**src/rtl/mult_bus_pkg.sv**
```systemverilog
// Shared definitions for the multiplier peripheral bus: register map, FSM encoding
// and default widths used by the bus initiator and the peripheral.
package mult_bus_pkg;

    localparam int DEF_DATA_W  = 16;
    localparam int DEF_ADDR_W  = 5;
    localparam int DEF_TIMEOUT = 1023;

    localparam logic [DEF_ADDR_W-1:0] REG_A    = 5'h04;
    localparam logic [DEF_ADDR_W-1:0] REG_B    = 5'h08;
    localparam logic [DEF_ADDR_W-1:0] REG_INIT = 5'h0C;
    localparam logic [DEF_ADDR_W-1:0] REG_PP   = 5'h10;
    localparam logic [DEF_ADDR_W-1:0] REG_DONE = 5'h14;

    typedef enum logic [3:0] {
        ST_IDLE,
        ST_WR_A,
        ST_WR_B,
        ST_WR_INIT1,
        ST_WR_INIT0,
        ST_RD_DONE_A,
        ST_RD_DONE_D,
        ST_RD_PP_A,
        ST_RD_PP_D,
        ST_RESP
    } state_t;

    // Width that holds 0..timeout inclusive; never narrower than one bit.
    function automatic int poll_cnt_w(input int timeout);
        return (timeout < 1) ? 1 : $clog2(timeout + 1);
    endfunction

endpackage

```
**src/rtl/mult_bus_master_if.sv**
```systemverilog
// Client handshake plus peripheral bus port of the multiplier bus initiator.
// The master modport is the initiator's view; slave is the client/peripheral side.
interface mult_bus_master_if
    import mult_bus_pkg::*;
#(
    parameter int DATA_W = DEF_DATA_W,
    parameter int ADDR_W = DEF_ADDR_W
) ();

    logic                  start;
    logic                  start_ready;
    logic [DATA_W-1:0]     op_a;
    logic [DATA_W-1:0]     op_b;
    logic [2*DATA_W-1:0]   result;
    logic                  result_valid;
    logic                  result_ready;
    logic                  error;

    logic                  bus_cs;
    logic                  bus_rd;
    logic                  bus_wr;
    logic [ADDR_W-1:0]     bus_addr;
    logic [DATA_W-1:0]     bus_dout;
    logic [2*DATA_W-1:0]   bus_din;

    modport master (
        input  start, op_a, op_b, result_ready, bus_din,
        output start_ready, result, result_valid, error,
        output bus_cs, bus_rd, bus_wr, bus_addr, bus_dout
    );

    modport slave (
        output start, op_a, op_b, result_ready, bus_din,
        input  start_ready, result, result_valid, error,
        input  bus_cs, bus_rd, bus_wr, bus_addr, bus_dout
    );

endinterface

```
**src/rtl/mult_poll_timer.sv**
```systemverilog
// Saturating done-poll counter; expired flags the increment that reaches TIMEOUT.
// TIMEOUT is expected to be at least 1.
module mult_poll_timer
    import mult_bus_pkg::*;
#(
    parameter int TIMEOUT = DEF_TIMEOUT
) (
    input  logic clk,
    input  logic reset,
    input  logic clear,
    input  logic incr,
    output logic expired
);

    localparam int               CNT_W = poll_cnt_w(TIMEOUT);
    localparam logic [CNT_W-1:0] LIMIT = CNT_W'(TIMEOUT);

    logic [CNT_W-1:0] count;

    // NOTE: sequential state uses non-blocking assignments so every register samples pre-edge values.
    always_ff @(posedge clk or negedge reset) begin
        if (!reset) begin
            count <= '0;
        end else if (clear) begin
            count <= '0;
        end else if (incr && count != LIMIT) begin
            count <= count + CNT_W'(1);
        end
    end

    assign expired = incr && (count >= LIMIT - CNT_W'(1));

endmodule

```
**src/rtl/mult_bus_master.sv**
```systemverilog
// Bus initiator for the multiplier peripheral: write A, write B, pulse init,
// poll done, read pp, then hand the product (or a timeout error) back to the client.
module mult_bus_master
    import mult_bus_pkg::*;
#(
    parameter int DATA_W  = DEF_DATA_W,
    parameter int ADDR_W  = DEF_ADDR_W,
    parameter int TIMEOUT = DEF_TIMEOUT
) (
    input logic               clk,
    input logic               reset,
    mult_bus_master_if.master bus
);

    state_t                state;
    state_t                state_nxt;
    logic [DATA_W-1:0]     a_q;
    logic [DATA_W-1:0]     b_q;
    logic [2*DATA_W-1:0]   result_q;
    logic                  error_q;

    logic                  poll_clear;
    logic                  poll_incr;
    logic                  poll_expired;

    logic                  cs;
    logic                  rd;
    logic                  wr;
    logic [ADDR_W-1:0]     addr;
    logic [DATA_W-1:0]     dout;

    mult_poll_timer #(
        .TIMEOUT (TIMEOUT)
    ) u_poll_timer (
        .clk     (clk),
        .reset   (reset),
        .clear   (poll_clear),
        .incr    (poll_incr),
        .expired (poll_expired)
    );

    always_ff @(posedge clk or negedge reset) begin
        if (!reset) begin
            state    <= ST_IDLE;
            a_q      <= '0;
            b_q      <= '0;
            result_q <= '0;
            error_q  <= 1'b0;
        end else begin
            state <= state_nxt;
            if (state == ST_IDLE && bus.start) begin
                a_q <= bus.op_a;
                b_q <= bus.op_b;
            end
            // The pp read and the timeout abort are the only writers of the response.
            if (state == ST_RD_PP_D) begin
                result_q <= bus.bus_din;
                error_q  <= 1'b0;
            end else if (poll_incr && poll_expired) begin
                result_q <= '0;
                error_q  <= 1'b1;
            end
        end
    end

    // NOTE: every output gets a default first so no path through the case infers a latch.
    always_comb begin
        state_nxt  = state;
        cs         = 1'b0;
        rd         = 1'b0;
        wr         = 1'b0;
        addr       = '0;
        dout       = '0;
        poll_clear = 1'b0;
        poll_incr  = 1'b0;

        case (state)
            ST_IDLE: begin
                if (bus.start) begin
                    poll_clear = 1'b1;
                    state_nxt  = ST_WR_A;
                end
            end
            ST_WR_A: begin
                {cs, wr}  = 2'b11;
                addr      = ADDR_W'(REG_A);
                dout      = a_q;
                state_nxt = ST_WR_B;
            end
            ST_WR_B: begin
                {cs, wr}  = 2'b11;
                addr      = ADDR_W'(REG_B);
                dout      = b_q;
                state_nxt = ST_WR_INIT1;
            end
            ST_WR_INIT1: begin
                {cs, wr}  = 2'b11;
                addr      = ADDR_W'(REG_INIT);
                dout      = DATA_W'(1);
                state_nxt = ST_WR_INIT0;
            end
            ST_WR_INIT0: begin
                {cs, wr}  = 2'b11;
                addr      = ADDR_W'(REG_INIT);
                state_nxt = ST_RD_DONE_A;
            end
            ST_RD_DONE_A: begin
                {cs, rd}  = 2'b11;
                addr      = ADDR_W'(REG_DONE);
                state_nxt = ST_RD_DONE_D;
            end
            ST_RD_DONE_D: begin
                {cs, rd} = 2'b11;
                addr     = ADDR_W'(REG_DONE);
                if (bus.bus_din[0]) begin
                    state_nxt = ST_RD_PP_A;
                end else begin
                    poll_incr = 1'b1;
                    state_nxt = poll_expired ? ST_RESP : ST_RD_DONE_A;
                end
            end
            ST_RD_PP_A: begin
                {cs, rd}  = 2'b11;
                addr      = ADDR_W'(REG_PP);
                state_nxt = ST_RD_PP_D;
            end
            ST_RD_PP_D: begin
                {cs, rd}  = 2'b11;
                addr      = ADDR_W'(REG_PP);
                state_nxt = ST_RESP;
            end
            ST_RESP: begin
                if (bus.result_ready) begin
                    state_nxt = ST_IDLE;
                end
            end
            default: begin
                state_nxt = ST_IDLE;
            end
        endcase
    end

    assign bus.bus_cs       = cs;
    assign bus.bus_rd       = rd;
    assign bus.bus_wr       = wr;
    assign bus.bus_addr     = addr;
    assign bus.bus_dout     = dout;
    assign bus.start_ready  = (state == ST_IDLE);
    assign bus.result_valid = (state == ST_RESP);
    assign bus.result       = result_q;
    assign bus.error        = error_q;

endmodule
```
**src/flat_wrapper.sv**
```systemverilog
// flat-port wrapper written by rule: the top's interface ports become plain ports
module mult_bus_master_flat import mult_bus_pkg::*;
#(
    parameter int DATA_W  = DEF_DATA_W,
    parameter int ADDR_W  = DEF_ADDR_W,
    parameter int TIMEOUT = DEF_TIMEOUT
)
  (clk, reset, bus_start, bus_op_a, bus_op_b, bus_result_ready, bus_bus_din, bus_start_ready, bus_result, bus_result_valid, bus_error, bus_bus_cs, bus_bus_rd, bus_bus_wr, bus_bus_addr, bus_bus_dout);
  mult_bus_master_if #(.DATA_W(DATA_W), .ADDR_W(ADDR_W)) bus_i ();
  input logic clk;
  input logic reset;
  input wire logic [$bits(bus_i.start)-1:0] bus_start;
  input wire logic [$bits(bus_i.op_a)-1:0] bus_op_a;
  input wire logic [$bits(bus_i.op_b)-1:0] bus_op_b;
  input wire logic [$bits(bus_i.result_ready)-1:0] bus_result_ready;
  input wire logic [$bits(bus_i.bus_din)-1:0] bus_bus_din;
  output wire logic [$bits(bus_i.start_ready)-1:0] bus_start_ready;
  output wire logic [$bits(bus_i.result)-1:0] bus_result;
  output wire logic [$bits(bus_i.result_valid)-1:0] bus_result_valid;
  output wire logic [$bits(bus_i.error)-1:0] bus_error;
  output wire logic [$bits(bus_i.bus_cs)-1:0] bus_bus_cs;
  output wire logic [$bits(bus_i.bus_rd)-1:0] bus_bus_rd;
  output wire logic [$bits(bus_i.bus_wr)-1:0] bus_bus_wr;
  output wire logic [$bits(bus_i.bus_addr)-1:0] bus_bus_addr;
  output wire logic [$bits(bus_i.bus_dout)-1:0] bus_bus_dout;
  assign bus_i.start = bus_start;
  assign bus_i.op_a = bus_op_a;
  assign bus_i.op_b = bus_op_b;
  assign bus_i.result_ready = bus_result_ready;
  assign bus_i.bus_din = bus_bus_din;
  assign bus_start_ready = bus_i.start_ready;
  assign bus_result = bus_i.result;
  assign bus_result_valid = bus_i.result_valid;
  assign bus_error = bus_i.error;
  assign bus_bus_cs = bus_i.bus_cs;
  assign bus_bus_rd = bus_i.bus_rd;
  assign bus_bus_wr = bus_i.bus_wr;
  assign bus_bus_addr = bus_i.bus_addr;
  assign bus_bus_dout = bus_i.bus_dout;
  mult_bus_master #(.DATA_W(DATA_W), .ADDR_W(ADDR_W), .TIMEOUT(TIMEOUT)) u_core (.clk(clk), .reset(reset), .bus(bus_i));
endmodule
```
**config.mk**
```make
export PLATFORM = sky130hd
export DESIGN_NAME = mult_bus_master_flat
export DESIGN_NICKNAME = d
export VERILOG_FILES = /design/src/rtl/mult_bus_pkg.sv /design/src/rtl/mult_bus_master_if.sv /design/src/rtl/mult_poll_timer.sv /design/src/rtl/mult_bus_master.sv /design/src/flat_wrapper.sv
export SDC_FILE = /design/constraint.sdc
export NUM_CORES = 1
export LEC_CHECK = 0
export ABC_AREA = 1
export BUFFER_PORTS_ARGS = -buffer_cell sky130_fd_sc_hd__buf_2
export CAP_MARGIN = 20
export CORE_AREA = 2 2 90 92
export CTS_BUF_LIST = sky130_fd_sc_hd__clkbuf_16
export DETAILED_ROUTE_END_ITERATION = 12
export DIE_AREA = 0 0 92 94
export PLACE_DENSITY = 0.8
export SYNTH_ARGS = -nofsm -noshare
export SYNTH_HDL_FRONTEND = slang
export SYNTH_SLANG_ARGS = --single-unit
```
**constraint.sdc**
```tcl
create_clock -name clk -period 2 [get_ports clk]
set_clock_uncertainty 0.15 [all_clocks]
set_input_delay 0.4 -clock clk [delete_from_list [all_inputs] [get_ports clk]]
set_output_delay 0.4 -clock clk [all_outputs]
set_load 0.01 [all_outputs]
```
==> impl_metrics.toml <==
[synth]
syn_area_per_cell_um2 = 8.245
ys_async_sr_fraction_pct = 100.0
synth_edf_count = 0
netlist_area_mm2 = 0.003859
synth_seq_cells = 79
synthFlopType = "dfrtp_1"
ys.warnings.count = 0
yosysSeqAreaShare_pct = 51.23
synthCells = 468
synthDistinctLibCells = 33

[final_layout]
num-nets-final = 675
synthToLayoutAreaGrowth_pct = 36.54
diodes = 0
instances_no_fill = 712
design_area_mm2 = 0.005269
fin_util_pct = 69.26
layout-drive-gt1-share_pct = 39.34

[run_status]
violations = "setup timing"
status = "finished, violations left"

[clocking]
numCtsBuffers = 9
htreeDepth = 3
cts_tree = "yes"
insertion_delay_ns = 0.33
clk_path_buf_depth = 2
clkTransAtPathRegs_ns = 0.06
clock-sinks = 79
root_buffer = "clkbuf_16"

[global_routing]
grt_pass1_wl_um = 16280
antenna_found_initial = 0
grt_pass1_vias = 3507
grt.total_usage_pct = 23.93
grt_max_degree = 61
overflow = 0

[routing]
drtIter0Drc = 259
viasPerCell = 5.181
first_pass_iters = 4
wl_per_cell_um = 14.90
vias = 3689
post-route-drc-count = 0
drt-total-wl_um = 10610
ant_nets = 0

[worst_hold_path]
min_from = "bus_op_b[11]"
hold_depth = 3
hp-class = "in2reg"
hold_end = "u_core.b_q[11]"

[sta]
slew-limit-headroom_pct = 65.34
slew_viol_final = 0
setup-tns-final_ns = -1.763
finalHoldViolations = 0
fmaxAchievable_mhz = 471.1
worst_pin_slew_ns = 0.5199
finalSetupViolCount = 24
fin_crit_sh_pct = 106.1
setup_ws_ns = -0.1228
rsz0062_at_grt = "yes"
min_period_ns = 2.123
hold_ws_ns = 0.1059

[power_and_ir_drop]
p_comb_share_pct = 46.5
p_int_mw = 4.651
irDropWorstVdd_uv = 965.7
p_sw_mw = 3.194
p_seq_share_pct = 34.5
swShare_pct = 40.71
finalPower_mw = 7.844
clockPowerShare_pct = 18.9
pwr_density_cell_mw_per_mm2 = 1489
p_leak_nw = 2.987

[floorplan]
start_util_pct = 50.72
die_w_um = 92
core_mm2 = 0.007607
die_h_um = 94
rows = 32
io_pins = 127
dieArea_mm2 = 0.008648

[place]
placed_cells = 686
portBuffers = 124
hpwlAfterDp_um = 6750
gp_congestion = 0.8095
placed_area_mm2 = 0.004666
pre_cts_ws_ns = 0.1493

[setup_path]
critPathLaunchType = "register"
crit_arrival_ns = 1.57
crit_fanout = 4
ff2ff_setup_slack_ns = 0.07
r2r-end = "u_core.u_poll_timer.count[8]"
cp-end-kind = "output pin"
r2r-start = "u_core.state[3]"
rr_worst_depth = 10
cp.required_ns = 1.45
path_class = "reg2out"

[flow_run]
cap_violations = 0
==> flip-flops by register name, indices dropped and copies added, names as in the netlist <==
signal                     count
u_core.bus.error               1
u_core.u_poll_timer.count     10
u_core.state                   4
u_core.bus.result             32
u_core.b_q                    16
u_core.a_q                    16
==> routing by layer <==
metal / global-route usage [%] / routed length (µm) / vias up
li1: - / - / 1767
met1: 30.40 / 4116 / 1744
met2: 39.77 / 5566 / 153
met3: 4.896 / 620 / 25
met4: 10.70 / 306 / 0
met5: 0 / 0 / -
==> cell type report <==
type | count | area, µm²
Fill cell | 572 | 2338
Sequential cell | 79 | 1982
Multi-Input combinational cell | 345 | 1803
Timing Repair Buffer | 148 | 994.7
Clock buffer | 9 | 225.2
Tap cell | 102 | 127.6
Inverter | 22 | 88.84
Clock inverter | 7 | 47.55
==> Yosys cell counts, types with 2 or more instances <==
cell	number	area, µm²
nor2_2	4	25.02
clkbuf_1	6	22.52
buf_4	2	15.01
nand3_1	48	240.2
buf_2	11	55.05
nor2_1	10	37.54
inv_2	4	15.01
nor2_4	2	22.52
nand3_2	28	280.3
ha_1	2	25.02
nand4_1	7	43.79
dfrtp_1	79	1977
or2_2	2	12.51
a21oi_1	2	10.01
inv_1	17	63.81
xor2_1	2	17.52
o21ai_0	3	15.01
buf_6	3	33.78
nand2_1	222	833.3
==> kinds of logic after synthesis <==
| group | count (synthesis) | share of synthesized area, % |
|---|---|---|
| AO/OA/AOI/OAI | 10 | 1.784 |
| XOR/XNOR | 3 | 0.6811 |
| other | 1 | 0.09718 |
| flip-flops | 79 | 51.23 |
| buffers and inverters | 45 | 5.512 |
| AND/OR/NAND/NOR | 328 | 40.05 |
| adder cells (fa/ha/maj) | 2 | 0.6484 |
==> cells in the final DEF (no fill, tap or decap), types with 4 or more instances in the layout <==
cell type,Yosys,routed
buf_12,0,9
clkbuf_16,0,11
nor2_1,10,7
inv_2,4,7
inv_1,17,13
nand2_2,1,7
nand3_1,48,38
buf_2,11,117
nand3_2,28,38
buf_6,3,7
nand4_1,7,7
dfrtp_2,0,4
nand2_1,222,215
nor2_4,2,7
buf_4,2,12
dfrtp_1,79,75
==> power by group through the flow <==
stage / clock network (mW) / registers [mW] / logic, mW
after CTS: 1.50 / 2.65 / 3.23
final: 1.49 / 2.71 / 3.65
after detailed placement: 0 / 2.64 / 2.88
after floorplan: 0 / 2.68 / 1.64
after global routing: 1.59 / 2.77 / 3.97
after global placement: 0 / 2.60 / 2.79
==> critical path, stage by stage (launching register included) <==
cell     delay, ns
dfrtp_2       0.46
nor2_4        0.07
buf_4         0.13
buf_4         0.14
o21ai_1       0.15
nand3_1       0.12
buf_2         0.16
==> worst max path at each step <==
stage	startpoint	to	slack (ns)	cells after the start
final	u_core.state[3]	bus_bus_cs	-0.12	6
after global routing	u_core.state[3]	bus_bus_cs	-0.17	6
after CTS	u_core.state[3]	bus_bus_dout[3]	-0.06	6
after detailed placement	u_core.state[0]	bus_bus_cs	0.15	7
after global placement	u_core.state[2]	bus_bus_cs	0.17	5
after floorplan	u_core.state[3]	bus_bus_dout[0]	0.30	4
==> repair_timing <==
item / CTS / global route
gates cloned: 1 / 2
buffers inserted: 3 / 4
setup endpoints to repair: 23 / 33
gates resized for setup: 28 / 24
hold endpoints to repair: 19 / 0
hold buffers: 1 / 0
pin swaps: 2 / 8
Note: power is estimated with default switching activity, not from simulation.
